$ cat config.mk
export PLATFORM = sky130hd
export DESIGN_NAME = multicycle_main_fsm
export DESIGN_NICKNAME = d
export VERILOG_FILES = /design/src/rtl/multicycle_main_fsm.sv
export SDC_FILE = /design/constraint.sdc
export NUM_CORES = 1
export LEC_CHECK = 0
export CAP_MARGIN = 20
export CORE_UTILIZATION = 45
export DETAILED_ROUTE_END_ITERATION = 8
export GPL_ROUTABILITY_DRIVEN = 0
export PLACE_DENSITY = 0.89
export SYNTH_ARGS = -nofsm -noshare
export SYNTH_HDL_FRONTEND = slang
export SYNTH_SLANG_ARGS = --single-unit
export TNS_END_PERCENT = 100
$ cat constraint.sdc
create_clock -name i_clk -period 3.85 [get_ports i_clk]
set_input_delay 0.385 -clock i_clk [delete_from_list [all_inputs] [get_ports i_clk]]
set_output_delay 0.385 -clock i_clk [all_outputs]
set_load 0.005 [all_outputs]
$ cat src/rtl/multicycle_main_fsm.sv
// Main sequencing FSM of the multi-cycle RV32I core.
// Steps each instruction through fetch/decode/execute/memory/writeback and
// drives the datapath enables and mux selects. Supports LW, SW, R-type ALU,
// I-type ALU, BEQ and JAL; memory accesses stall on i_memReady.
module multicycle_main_fsm (
    input  logic       i_clk,
    input  logic       i_rst_n,
    input  logic [6:0] i_op,
    input  logic [2:0] i_funct3,
    input  logic       i_funct7b5,
    input  logic       i_zero,
    input  logic       i_memReady,
    output logic       o_pcWrite,
    output logic       o_adrSrc,
    output logic       o_memWrite,
    output logic       o_irWrite,
    output logic       o_regWrite,
    output logic [1:0] o_resultSrc,
    output logic [1:0] o_aluSrcA,
    output logic [1:0] o_aluSrcB,
    output logic [3:0] o_aluControl,
    output logic       o_illegal,
    output logic       o_retire
);

    // Opcode encoding (instr[6:0])
    localparam logic [6:0] OP_LW   = 7'b0000011;
    localparam logic [6:0] OP_SW   = 7'b0100011;
    localparam logic [6:0] OP_R    = 7'b0110011;
    localparam logic [6:0] OP_I    = 7'b0010011;
    localparam logic [6:0] OP_B    = 7'b1100011;
    localparam logic [6:0] OP_JAL  = 7'b1101111;

    // ALU op encoding {funct7b5, funct3}
    localparam logic [3:0] ALU_ADD = 4'b0000;
    localparam logic [3:0] ALU_SUB = 4'b1000;

    // Result mux selects
    localparam logic [1:0] RES_ALU     = 2'b00;
    localparam logic [1:0] RES_DMEM    = 2'b01;
    localparam logic [1:0] RES_PCPLUS4 = 2'b10;

    // ALU A-input selects
    localparam logic [1:0] A_PC    = 2'b00;
    localparam logic [1:0] A_OTHER = 2'b01;
    localparam logic [1:0] A_RD1   = 2'b10;

    // ALU B-input selects
    localparam logic [1:0] B_RD2  = 2'b00;
    localparam logic [1:0] B_IMM  = 2'b01;
    localparam logic [1:0] B_FOUR = 2'b10;

    typedef enum logic [3:0] {
        S_FETCH    = 4'd0,
        S_DECODE   = 4'd1,
        S_MEMADR   = 4'd2,
        S_MEMREAD  = 4'd3,
        S_MEMWB    = 4'd4,
        S_MEMWRITE = 4'd5,
        S_EXECR    = 4'd6,
        S_EXECI    = 4'd7,
        S_ALUWB    = 4'd8,
        S_BEQ      = 4'd9,
        S_JAL      = 4'd10
    } state_t;

    state_t     r_state;
    state_t     w_state_nxt;

    logic       w_legal_r;
    logic       w_legal_i;

    logic       w_pc_write;
    logic       w_mem_write;
    logic       w_ir_write;
    logic       w_reg_write;
    logic       w_illegal;
    logic       w_retire;

    // Legal R-type / I-type ALU encodings (only meaningful once IR is stable)
    always_comb begin
        w_legal_r = 1'b0;
        w_legal_i = 1'b0;
        case ({i_funct7b5, i_funct3})
            4'b0000, 4'b1000, 4'b0010, 4'b0100, 4'b0110, 4'b0111: w_legal_r = 1'b1;
            default:                                               w_legal_r = 1'b0;
        endcase
        case (i_funct3)
            3'b000, 3'b010, 3'b100, 3'b110, 3'b111: w_legal_i = 1'b1;
            default:                                w_legal_i = 1'b0;
        endcase
    end

    // State register; reset aborts any in-flight instruction
    always_ff @(posedge i_clk or negedge i_rst_n) begin
        if (!i_rst_n) r_state <= S_FETCH;
        else          r_state <= w_state_nxt;
    end

    // Next-state decision
    always_comb begin
        w_state_nxt = S_FETCH;
        case (r_state)
            S_FETCH:    w_state_nxt = i_memReady ? S_DECODE : S_FETCH;
            S_DECODE: begin
                case (i_op)
                    OP_LW, OP_SW: w_state_nxt = S_MEMADR;
                    OP_R:         w_state_nxt = w_legal_r ? S_EXECR : S_FETCH;
                    OP_I:         w_state_nxt = w_legal_i ? S_EXECI : S_FETCH;
                    OP_B:         w_state_nxt = (i_funct3 == 3'b000) ? S_BEQ : S_FETCH;
                    OP_JAL:       w_state_nxt = S_JAL;
                    default:      w_state_nxt = S_FETCH;
                endcase
            end
            S_MEMADR:   w_state_nxt = (i_op == OP_LW) ? S_MEMREAD : S_MEMWRITE;
            S_MEMREAD:  w_state_nxt = i_memReady ? S_MEMWB : S_MEMREAD;
            S_MEMWB:    w_state_nxt = S_FETCH;
            S_MEMWRITE: w_state_nxt = i_memReady ? S_FETCH : S_MEMWRITE;
            S_EXECR:    w_state_nxt = S_ALUWB;
            S_EXECI:    w_state_nxt = S_ALUWB;
            S_ALUWB:    w_state_nxt = S_FETCH;
            S_BEQ:      w_state_nxt = S_FETCH;
            S_JAL:      w_state_nxt = S_ALUWB;
            default:    w_state_nxt = S_FETCH;
        endcase
    end

    // Per-state datapath controls
    always_comb begin
        w_pc_write   = 1'b0;
        o_adrSrc     = 1'b0;
        w_mem_write  = 1'b0;
        w_ir_write   = 1'b0;
        w_reg_write  = 1'b0;
        o_resultSrc  = RES_ALU;
        o_aluSrcA    = A_PC;
        o_aluSrcB    = B_RD2;
        o_aluControl = ALU_ADD;
        w_illegal    = 1'b0;
        w_retire     = 1'b0;
        case (r_state)
            S_FETCH: begin
                o_aluSrcB   = B_FOUR;
                o_resultSrc = RES_PCPLUS4;
                w_ir_write  = i_memReady;
                w_pc_write  = i_memReady;
            end
            S_DECODE: begin
                o_aluSrcA = A_OTHER;
                o_aluSrcB = B_IMM;
                case (i_op)
                    OP_LW, OP_SW, OP_JAL: w_illegal = 1'b0;
                    OP_R:                 w_illegal = !w_legal_r;
                    OP_I:                 w_illegal = !w_legal_i;
                    OP_B:                 w_illegal = (i_funct3 != 3'b000);
                    default:              w_illegal = 1'b1;
                endcase
            end
            S_MEMADR: begin
                o_aluSrcA = A_RD1;
                o_aluSrcB = B_IMM;
            end
            S_MEMREAD: begin
                o_adrSrc = 1'b1;
            end
            S_MEMWB: begin
                o_resultSrc = RES_DMEM;
                w_reg_write = 1'b1;
                w_retire    = 1'b1;
            end
            S_MEMWRITE: begin
                o_adrSrc    = 1'b1;
                w_mem_write = 1'b1;
                w_retire    = i_memReady;
            end
            S_EXECR: begin
                o_aluSrcA    = A_RD1;
                o_aluSrcB    = B_RD2;
                o_aluControl = {i_funct7b5, i_funct3};
            end
            S_EXECI: begin
                o_aluSrcA    = A_RD1;
                o_aluSrcB    = B_IMM;
                o_aluControl = {1'b0, i_funct3};
            end
            S_ALUWB: begin
                w_reg_write = 1'b1;
                w_retire    = 1'b1;
            end
            S_BEQ: begin
                o_aluSrcA    = A_RD1;
                o_aluSrcB    = B_RD2;
                o_aluControl = ALU_SUB;
                w_pc_write   = i_zero;
                w_retire     = 1'b1;
            end
            S_JAL: begin
                o_aluSrcA  = A_OTHER;
                o_aluSrcB  = B_FOUR;
                w_pc_write = 1'b1;
            end
            default: ;
        endcase
    end

    // Enables and pulses are forced low for as long as reset is held
    assign o_pcWrite  = w_pc_write  & i_rst_n;
    assign o_memWrite = w_mem_write & i_rst_n;
    assign o_irWrite  = w_ir_write  & i_rst_n;
    assign o_regWrite = w_reg_write & i_rst_n;
    assign o_illegal  = w_illegal   & i_rst_n;
    assign o_retire   = w_retire    & i_rst_n;

endmodule

* Yosys cells after proc, flatten, opt, wreduce, memory -nomap -nowiden
Cells that the tools add are included.
Cells by class: eq/ne operators 25, reduce and logical (&&, ||, !) cells 18, divide/modulo/power cells 0, shifts and indexed selects 0, $mul 0, muxes and demuxes 23, add/subtract/negate cells 0, bitwise operators 6, magnitude comparators 0
Operators with widths (number):
- equality test 4 x 3 -> 1 bit (second input constant) | 7
- case mux 4 bit (6 select lines) | 1
- case mux 4 bit (5 select lines) | 1
- equality test 4 bit (second input constant) | 4
- two-way mux 3 bit | 5
- equality test 7 x 6 -> 1 bit (second input constant) | 2
- equality test 7 bit (second input constant) | 2
- equality test 4 x 2 -> 1 bit (second input constant) | 3
- case mux 2 bit (2 select lines) | 3
- case mux 4 bit (3 select lines) | 1
- OR reduction 3 bit | 4
- OR reduction 2 bit | 5
- equality test 3 bit (second input constant) | 3
- zero test 4 bit | 2
- two-way mux 1 bit | 8
- equality test 7 x 2 -> 1 bit (second input constant) | 1
- equality test 7 x 5 -> 1 bit (second input constant) | 1
- AND 1 bit | 6
- OR reduction 6 bit | 1
- OR reduction 5 bit | 1
- equality test 4 x 1 -> 1 bit (second input constant) | 1
- two-way mux 4 bit | 1
- case mux 1 bit (4 select lines) | 1
- OR reduction 4 bit | 1
- 6 further kinds | 7
Word-level totals: word-level logic and storage cells 73, output and inout port bits 17, memories kept 0, register bits 4, input bits 15, bits in read-only memories 0, latch bits 0, RAM bits 0

* Logic depth before layout (Yosys ltp)
word-level depth 7, gate-level depth with buffers 5, depth with buffers taken out 4

* Worst setup path before layout
Ideal clock, no wire load.
path type register -> output, start point register r_state[2], end point output port o_aluSrcB[0], slack 2.345 ns, data arrival time 1.120 ns, stages on the path, launching flop included 5, buffers on the path 2, data required time 3.465 ns, cells stage by stage dfrtp_1 buf_2 buf_1 nor3_1 a211oi_1
On the way: longest elaborated chain between the ends 3, elaborated cells on any way between the ends 8, those cells by class eq/ne: 4; mux: 1; reduce/logical: 3
Ends and longest elaborated chain:
- start, declared | line 67 | state_t r_state;
- start signal, assigned | line 97 | else r_state <= w_state_nxt;
- equality test 4 x 1 -> 1 bit (tied with other cells) | line 141 | case (r_state)
- OR reduction 3 bit (no source line) / OR reduction 2 bit (equally long branches)
- case mux 2 bit (2 select lines) * | line 141
- end, declared | line 20 | output logic [1:0] o_aluSrcB,
Every way passes the cells marked *; elsewhere a longest branch is shown, timed or not.

* Worst setup path after layout
start point input port i_op[6], end point output port o_illegal
On the way: longest elaborated chain between the ends 5, elaborated cells on any way between the ends 10, those cells by class eq/ne: 6; mux: 2; bitwise: 1; reduce/logical: 1
Ends and longest elaborated chain:
- start, declared | line 8 | input logic [6:0] i_op,
- equality test 7 x 2 -> 1 bit (tied with other cells) | line 151 | case (i_op)
- OR reduction 3 bit | line 151
- case mux 1 bit (4 select lines) * | line 151
- two-way mux 1 bit * | line 141
- AND 1 bit * | line 211 | assign o_illegal = w_illegal & i_rst_n;
- end, declared | line 22 | output logic o_illegal,
Marked as above.

==> impl_metrics.tcl <==
set metrics [dict create \
    holdCritPathClass "primary input to async pin" \
    synthesis.area_um2 737 \
    critPathMaxStageDelay_ns 0.54 \
    arrival_ns 2.22 \
    synth_top_cell_by_area "dfrtp_1" \
    netlist_instances 106 \
    fin_skew_ns 0.00266 \
    grt_overflow 0 \
    fin_nets 150 \
    synth_most_common_cell "nor2_1" \
    p_total_mw 0.160 \
    fin_tns_setup_ns 0 \
    grt_pass1_vias 813 \
    drtAntennaViolNets 0 \
    cellLeakagePower_nw 0.408 \
    clk_pin_slew_ns 0.04 \
    grt_pass1_wl_um 3310 \
    reg2reg_depth 4 \
    die_h_um 42.5 \
    largest_reg_flops 4 \
    reg_top3 "r_state x4" \
    tightest_slew_ns 0.579 \
    period_share_pct 67.7 \
    drt_first_pass_iters 4 \
    yosys.area.top_type_share_pct 13.6 \
    drt_iter0_markers 32 \
    grt_use_total_pct 22.8 \
    reg2reg_from "r_state[1]$_DFF_PN0_" \
    slew_headroom_pct 61.4 \
    yosys-top-cells-count "nor2_1 (11), nand2_1 (10), nor2b_1 (6), a21oi_1 (5), and3_1 (5)" \
    report.final.slew_viol_count 0 \
    synth-edff-count 0 \
    path_common_cell "clkdlybuf4s50_1" \
    maxCapViolations 0 \
    ir_drop_mv 0.138 \
    hold_viol 0 \
    startpoint "i_op[6]" \
    holdBufCountCts 0 \
    cp_max_fo 7 \
    worst-path-stages 6 \
    drc 0 \
    avgSynthCellArea_um2 6.95 \
    cp.buffers_inverters 2 \
    post_cts_buffers 0 \
    crit_slowest_cell "clkdlybuf4s50_1" \
    status "complete, no violations" \
    root_buffer "clkbuf_4" \
    h-tree-depth 1 \
    rsz0062_at_grt "no" \
    synthFlopType "dfrtp_1" \
    synth.area.top_cells "dfrtp_1 (14%), nor2_1 (5.6%), nand2_1 (5.1%)" \
    layout-drive-gt1-share_pct 7.52 \
    ys_seq_elements 4 \
    cts_tree "yes" \
    fp.dieArea_um2 1800 \
    num_rows 14 \
    multi_input_area_um2 588 \
    required_ns 3.46 \
    num_vias 911 \
    ff_latch_area_um2 100 \
    largest_register "r_state" \
    clock_latency_ns 0.23 \
    period_needed_ns 2.61 \
    antenna_found_initial 0 \
    crit_family "buffers and inverters" \
    worstSetupEndpointType "output pin" \
    setup_violations 0 \
    num-fill-cells 135 \
    hpwl_um 1570 \
    async_flop_share_pct 100 \
    wl_per_cell_um 13.6 \
    gr-usage-met2_pct 38.5 \
    grtUsageMet3_pct 0.862 \
    cts_sinks 4 \
    portBuffers 31 \
    critPathLaunchType "primary input" \
    drt_wl_total_um 2030 \
    yosysSeqAreaShare_pct 13.6 \
    ys_warn_count 0 \
    crit_chain "clkdlybuf4s50_1 -> and2b_1 -> o21a_1 -> o2111ai_1 -> a31oi_1 -> clkdlybuf4s50_1" \
    synthToLayoutAreaGrowth_pct 42.8 \
    crit_type "primary input to output pin" \
    core_um2 1520 \
    cts_buffer_depth 2 \
    grt_max_degree 22 \
    ctsResizeCount 0 \
    power_density_nw_per_um2 152 \
    numCtsBuffers 3 \
    grt_busiest_layer "met2" \
    synth_nets 121 \
    synth_cell_types 47 \
    via_per_inst 6.11 \
    fmax_ghz 0.384 \
    antenna_cells 0 \
    start_util_pct 48.4 \
    pin_count 32 \
    use_met1_pct 29.8 \
    die_w_um 42.5 \
]
[cells in the final DEF, fill, tap and decap left out, types with 2 or more instances in the layout]
cell type        synthesis  layout
and3_1                   5       5
nor2_1                  11      11
a31oi_1                  2       2
clkbuf_4                 0       3
nor3_1                   4       4
nor3b_1                  2       2
nor2b_1                  6       6
o211ai_1                 2       2
a21oi_1                  5       5
o21bai_1                 2       2
nand3_1                  4       4
nand4_1                  2       2
clkdlybuf4s50_1          0      31
inv_2                    2       2
nand2_1                 10      10
dfrtp_1                  4       4
nand2b_1                 4       4
o22ai_1                  3       3
a221oi_2                 2       2
xor2_1                   2       2
a211oi_1                 2       2
o21ai_1                  2       2
[per-layer routing]
metal	routed length [um]	part of all wire (%)	vias to the layer above
met2	1010	50	39
met5	0	0	-
met4	0	0	0
met1	875	43	417
li1	-	-	455
met3	146	7.2	0
[cells by family after synthesis]
family,synth area share (%)
simple gates,45.0
compound gates,32.4
buf+inv,6.62
flops,13.6
xor+xnor,2.38
[worst paths after layout]
kind,endpoint,slack [ns]
max,o_illegal,1.24
min,r_state[0]$_DFF_PN0_,0.42
max reg2reg,r_state[2]$_DFF_PN0_,2.22
min reg2reg,r_state[0]$_DFF_PN0_,0.74
max in group asynchronous,r_state[2]$_DFF_PN0_,3.18
min in group i_clk,r_state[0]$_DFF_PN0_,0.74
[through the flow]
| step | setup slack (ns) | instance area, um2 | utilization (%) | cells | hold slack (ns) |
|---|---|---|---|---|---|
| 2_1_floorplan | 2.34 | 737 | - | 106 | 0.0894 |
| 3_3_place_gp | 1.34 | 1030 | 67.6 | 146 | 0.657 |
| 3_5_place_dp | 1.27 | 1030 | 67.6 | 146 | 0.673 |
| 4_1_cts | 1.23 | 1050 | 69.0 | 149 | 0.420 |
| 5_1_grt | 1.12 | 1050 | 69.0 | 149 | 0.444 |
| 6_report | 1.24 | 1050 | 69.0 | 149 | 0.423 |
[power by group]
group / total, mW / internal (mW) / leakage (nW) / switching (mW)
clock network: 0.0503 / 0.0348 / 0.0138 / 0.0156
logic: 0.0633 / 0.0345 / 0.341 / 0.0288
registers: 0.0468 / 0.0431 / 0.0541 / 0.00368
[cell type report]
class | count | share of cell area [%]
Clock buffer | 3 | 2.14
Inverter | 3 | 1.07
Multi-Input combinational cell | 92 | 55.9
Sequential cell | 4 | 9.51
Tap cell | 16 | 1.90
Timing Repair Buffer | 31 | 29.5
Power figures use the tool's default switching activity.
